`config.mk`:
```
export PLATFORM = sky130hd
export DESIGN_NAME = lsu_bus_master
export DESIGN_NICKNAME = d
export VERILOG_FILES = /design/src/rtl/lsu_bus_master.sv
export SDC_FILE = /design/constraint.sdc
export NUM_CORES = 1
export LEC_CHECK = 0
export BUFFER_PORTS_ARGS = -buffer_cell sky130_fd_sc_hd__buf_2
export CAP_MARGIN = 10
export CORE_ASPECT_RATIO = 2
export CORE_UTILIZATION = 35
export DETAILED_ROUTE_END_ITERATION = 6
export HOLD_SLACK_MARGIN = 0.05
export MAX_ROUTING_LAYER = met4
export RECOVER_POWER = 50
export SYNTH_ARGS = -nofsm -noshare
export SYNTH_HDL_FRONTEND = slang
export SYNTH_SLANG_ARGS = --single-unit
```
`constraint.sdc`:
```
create_clock -name clk -period 4.15 [get_ports clk]
set_clock_uncertainty 0.15 [all_clocks]
set_input_delay 0.83 -clock clk [delete_from_list [all_inputs] [get_ports clk]]
set_output_delay 0.83 -clock clk [all_outputs]
set_load 0.005 [all_outputs]
```
`src/rtl/lsu_bus_master.sv`:
```
// ============================================================================
//  Module   : lsu_bus_master
//  Purpose  : Load/store initiator from the CPU MEM stage to a word-wide,
//             byte-enabled data bus, with misalign detection and a watchdog.
//  Options  : LSU_STORE_TRACE_EN - print a trace line on every store ack
//  Revision : 1.0 - initial release
// ============================================================================
`default_nettype none

module lsu_bus_master #(
    parameter int          TIMEOUT   = 255,
    parameter logic [31:0] ADDR_MASK = 32'h0000_3FFC
) (
    input  logic        clk,
    input  logic        rst,
    input  logic        cpu_valid,
    output logic        cpu_ready,
    input  logic [2:0]  cpu_op,
    input  logic [31:0] cpu_addr,
    input  logic [31:0] cpu_wdata,
    input  logic [31:0] cpu_pc,
    output logic        resp_valid,
    output logic [31:0] resp_rdata,
    output logic        resp_misalign,
    output logic        resp_timeout,
    output logic        bus_req,
    output logic        bus_we,
    output logic [31:0] bus_addr,
    output logic [3:0]  bus_be,
    output logic [31:0] bus_wdata,
    input  logic        bus_ack,
    input  logic [31:0] bus_rdata
);

    localparam logic [1:0] c_IDLE = 2'd0;
    localparam logic [1:0] c_REQ  = 2'd1;
    localparam logic [1:0] c_RESP = 2'd2;

    localparam logic [2:0] c_LW  = 3'd0;
    localparam logic [2:0] c_LH  = 3'd1;
    localparam logic [2:0] c_LB  = 3'd2;
    localparam logic [2:0] c_LHU = 3'd3;
    localparam logic [2:0] c_LBU = 3'd4;
    localparam logic [2:0] c_SW  = 3'd5;
    localparam logic [2:0] c_SH  = 3'd6;
    localparam logic [2:0] c_SB  = 3'd7;

    localparam int c_CNT_W = $clog2(TIMEOUT + 2);

    logic [1:0]         r_state;
    logic [1:0]         w_next;
    logic [2:0]         r_op;
    logic [31:0]        r_addr;
    logic [31:0]        r_wdata;
    logic [31:0]        r_pc;
    logic [31:0]        r_rdata;
    logic               r_misalign;
    logic               r_timeout;
    logic [c_CNT_W-1:0] r_cnt;

    logic               w_accept;
    logic               w_mis;
    logic               w_wdog;
    logic               w_we;
    logic [3:0]         w_be;
    logic [31:0]        w_wdata;
    logic [31:0]        w_lane;
    logic [31:0]        w_load;

    assign w_accept = cpu_valid && (r_state == c_IDLE);
    assign w_wdog   = (TIMEOUT != 0) && (r_cnt == c_CNT_W'(TIMEOUT - 1));

    always_comb begin
        w_mis = 1'b0;
        case (cpu_op)
            c_LW, c_SW:        w_mis = (cpu_addr[1:0] != 2'b00);
            c_LH, c_LHU, c_SH: w_mis = cpu_addr[0];
            default:           w_mis = 1'b0;
        endcase
    end

    // State register
    always_ff @(posedge clk) begin
        if (rst) r_state <= c_IDLE;
        else     r_state <= w_next;
    end

    // Next-state logic; an ack in the watchdog's final cycle still wins
    always_comb begin
        w_next = r_state;
        case (r_state)
            c_IDLE:  if (w_accept) w_next = w_mis ? c_RESP : c_REQ;
            c_REQ:   if (bus_ack || w_wdog) w_next = c_RESP;
            c_RESP:  w_next = c_IDLE;
            default: w_next = c_IDLE;
        endcase
    end

    // Latched access, watchdog count and completion status
    always_ff @(posedge clk) begin
        if (rst) begin
            r_op       <= 3'd0;
            r_addr     <= 32'd0;
            r_wdata    <= 32'd0;
            r_pc       <= 32'd0;
            r_rdata    <= 32'd0;
            r_misalign <= 1'b0;
            r_timeout  <= 1'b0;
            r_cnt      <= '0;
        end else begin
            case (r_state)
                c_IDLE: begin
                    r_cnt <= '0;
                    if (w_accept) begin
                        r_op       <= cpu_op;
                        r_addr     <= cpu_addr;
                        r_wdata    <= cpu_wdata;
                        r_pc       <= cpu_pc;
                        r_misalign <= w_mis;
                        r_timeout  <= 1'b0;
                        r_rdata    <= 32'd0;
                    end
                end
                c_REQ: begin
                    r_cnt <= r_cnt + 1'b1;
                    if (bus_ack)     r_rdata   <= w_load;
                    else if (w_wdog) r_timeout <= 1'b1;
                end
                default: ;
            endcase
        end
    end

    assign w_we = (r_op == c_SW) || (r_op == c_SH) || (r_op == c_SB);

    always_comb begin
        w_be    = 4'b0000;
        w_wdata = 32'd0;
        case (r_op)
            c_SW: begin
                w_be    = 4'b1111;
                w_wdata = r_wdata;
            end
            c_SH: begin
                w_be    = 4'b0011 << r_addr[1:0];
                w_wdata = {2{r_wdata[15:0]}};
            end
            c_SB: begin
                w_be    = 4'b0001 << r_addr[1:0];
                w_wdata = {4{r_wdata[7:0]}};
            end
            default: ;
        endcase
    end

    // Addressed lane shifted down to bit 0, then extended by op
    assign w_lane = bus_rdata >> {r_addr[1:0], 3'b000};

    always_comb begin
        w_load = 32'd0;
        case (r_op)
            c_LW:    w_load = bus_rdata;
            c_LH:    w_load = {{16{w_lane[15]}}, w_lane[15:0]};
            c_LHU:   w_load = {16'd0, w_lane[15:0]};
            c_LB:    w_load = {{24{w_lane[7]}}, w_lane[7:0]};
            c_LBU:   w_load = {24'd0, w_lane[7:0]};
            default: w_load = 32'd0;
        endcase
    end

    // Outputs; bus fields read zero outside REQ
    always_comb begin
        cpu_ready     = (r_state == c_IDLE);
        bus_req       = (r_state == c_REQ);
        resp_valid    = (r_state == c_RESP);
        bus_we        = bus_req && w_we;
        bus_addr      = bus_req ? ({r_addr[31:2], 2'b00} & ADDR_MASK) : 32'd0;
        bus_be        = bus_req ? w_be : 4'b0000;
        bus_wdata     = bus_req ? w_wdata : 32'd0;
        resp_rdata    = resp_valid ? r_rdata : 32'd0;
        resp_misalign = resp_valid && r_misalign;
        resp_timeout  = resp_valid && r_timeout;
    end

`ifdef LSU_STORE_TRACE_EN
    logic [31:0] w_lane_mask;
    assign w_lane_mask = {{8{bus_be[3]}}, {8{bus_be[2]}}, {8{bus_be[1]}}, {8{bus_be[0]}}};

    always @(posedge clk) begin
        if (!rst && bus_req && bus_ack && bus_we)
            $display("@%h: *%h <= %h", r_pc, bus_addr, bus_wdata & w_lane_mask);
    end
`else
    // PC is latched for tracing only; fold it away when tracing is off
    logic w_unused_pc;
    assign w_unused_pc = ^r_pc;
`endif

endmodule

`default_nettype wire

```
==> results.cfg <==
[layout]
num_antenna_cells = 0
utilization = 0.441
nNetsFinal = 926
synthToLayoutAreaGrowth_pct = 22.3
drive_gt1_frac = 0.263
fin_cells = 983

[floorplanning]
die_w_um = 87.1
start_util = 0.361
io_pins = 241
die_h_um = 172
coreArea_sq_um = 14000
dieArea_sq_um = 15000
rows = 61

[route]
drt_wl_total_um = 15600
num_vias = 4974
drc = 0
first_pass_iters = 5
routed_via_density = 5.06
wl_per_cell_um = 15.9
ant_nets = 0
drt_iter0_drc = 279

[cts]
numCtsBuffers = 9
cts_tree = built
cts_setup_buffers = 0
clkTransAtPathRegs_ps = 80
htreeDepth = 3
hold_buffers = 0
cts_resized = 0
root_buffer = clkbuf_16
cts.sinks = 94
insertion_delay_ps = 350
cts_buffer_depth = 2

[logic_synthesis]
synth-main-ff-cell = dfxtp_1
async_reset_ff_frac = 0
synth_area_per_cell_sq_um = 7.78
ys_seq_area_frac = 0.371
synth_cell_type_count = 54
synth-seq-cells = 94
yosys_warnings = 0
netlist_area_sq_um = 5070
synth_cells = 651
synth_edf_count = 0

[grt]
grt_pass1_wl_um = 23900
overflow = 0
grt_max_degree = 71
grt_usage = 0.215
antenna_found_initial = 0
grt_pass1_vias = 4702

[sta]
slew_headroom = -0.205
worst_pin_slew_ps = 1810
finalCritPeriodShare = 0.802
rsz0062_at_grt = no
finalSetupViolCount = 0
hold_slack_ps = 301
slew_viol_final = 123
final_hold_viol_count = 0
period_needed_ps = 3330
fmax_ghz = 0.300
final.setup.tns_ps = 0

[power_and_ir_drop]
finalPower_mw = 2.35
p_per_area_nw_per_um2 = 379
p_leak_nw = 2.71
peakVddDrop_mv = 0.217

[min_path]
hold_end = r_addr[12]
hold_path.startpoint = r_addr[12]
min_path_type = register to register
min_path_cells = 2

[run_status]
outcome = finished with violations
violations = capacitance limit, slew limit

[worst_setup_path]
r2r_end = r_wdata[12]
r2r_slack_ps = 1030
r2r_cells = 5
arrival_ps = 2350
worst-setup-path-type = register to output pin
crit_required_ps = 3170
worst_r2r_startpoint = r_state[1]
startpoint_type = register
cp-end-kind = output pin
crit_fanout = 16

[place]
dp.cells = 967
dp_hpwl_um = 11600
port-buffer-count = 170
place.gp.congestion = 0.812

[run]
drv_cap = 2
-- cell usage after synthesis (all sizes together) (2+ instances only) --
master / instances / share of area
mux2i: 4 / 0.0079
or3: 3 / 0.0047
nor2b: 3 / 0.0037
nor4: 2 / 0.0037
nand2: 136 / 0.10
nand2b: 12 / 0.015
xnor2: 2 / 0.0035
and3: 2 / 0.0025
xor2: 2 / 0.0035
ha: 2 / 0.0049
a211oi: 9 / 0.013
and2: 57 / 0.070
a222oi: 8 / 0.016
mux4: 7 / 0.031
nand3: 3 / 0.0030
o31ai: 2 / 0.0040
clkbuf: 22 / 0.016
nor3: 5 / 0.0049
nand3b: 15 / 0.025
a221oi: 7 / 0.012
a22oi: 32 / 0.047
inv: 15 / 0.011
dfxtp: 94 / 0.37
buf: 49 / 0.061
nor2: 40 / 0.031
or2: 4 / 0.0049
a21oi: 82 / 0.081
o21ai: 14 / 0.014
o22ai: 2 / 0.0025
-- routing by layer --
metal / share of wire / track usage / vias to the layer above / routed length [um]
met2: 0.55 / 0.398 / 184 / 8570
met1: 0.37 / 0.215 / 2295 / 5710
met5: 0 / - / - / 0
met4: 0.034 / 0.103 / 0 / 533
met3: 0.051 / 0.0348 / 27 / 796
li1: - / - / 2468 / -
-- sequential cells by signal (all words and copies together) (netlist names) --
register and cells:
r_state 2, r_misalign 1, r_wdata 32, r_op 3, r_timeout 1, r_rdata 32, r_addr 14, r_cnt 9
-- worst max-delay path, cell delays in order, from the launching register on --
cell,delay (ps)
dfxtp_1,470
nand2b_1,330
inv_2,270
nand2_1,230
nor2_2,390
and2_1,190
buf_2,110
-- kinds of logic (layout without fill, tap and decap cells) --
logic type,Yosys count,count (layout),share of synthesized area
AO/OA/AOI/OAI,164,164,0.205
AND/OR/NAND/NOR,289,289,0.283
XOR/XNOR,4,4,0.00691
other,1,20,0.000740
flip-flops,94,94,0.371
buffers and inverters,86,210,0.0886
multiplexers,11,11,0.0390
adder cells (fa/ha/maj),2,2,0.00494
-- layout by cell type, fill, tap and decap left out, drive strengths merged, types with 15 or more instances in the layout --
cell type / instances
nand3b: 15
a22oi: 32
nand2: 136
a21oi: 82
inv: 20
buf: 176
dfxtp: 94
and2: 57
nor2: 40
conb: 20
-- where the power goes --
| part | switching [mW] | internal [mW] |
|---|---|---|
| Combinational | 0.276 | 0.173 |
| Clock | 0.388 | 0.480 |
| Sequential | 0.0626 | 0.969 |
-- how the worst max path moves through the flow --
stage                           from  cells after the start             to
after global routing      r_state[1]                      6   bus_wdata[3]
after global placement    r_state[1]                      6   bus_wdata[2]
after CTS                 r_state[1]                      6      bus_be[0]
final                     r_state[1]                      6   bus_wdata[5]
after floorplan              r_op[1]                      7  bus_wdata[10]
after detailed placement  r_state[1]                      6      bus_be[0]
-- final cells by class --
class | instances | area (sq um)
clock buffer | 9 | 225
inverter | 15 | 56.3
timing repair buffer | 179 | 913
multi-input combinational | 490 | 2800
sequential | 94 | 1880
fill | 1518 | 7850
clock inverter | 7 | 83.8
tap | 189 | 236
-- metrics by stage --
step           area [sq um]  setup WS [ps]
2_1_floorplan          5140           1850
3_5_place_dp           5900           1140
6_report               6200            820
5_1_grt                6200            597
4_1_cts                6210            748
3_3_place_gp           5900           1140
(Power assumes the default switching activity.)
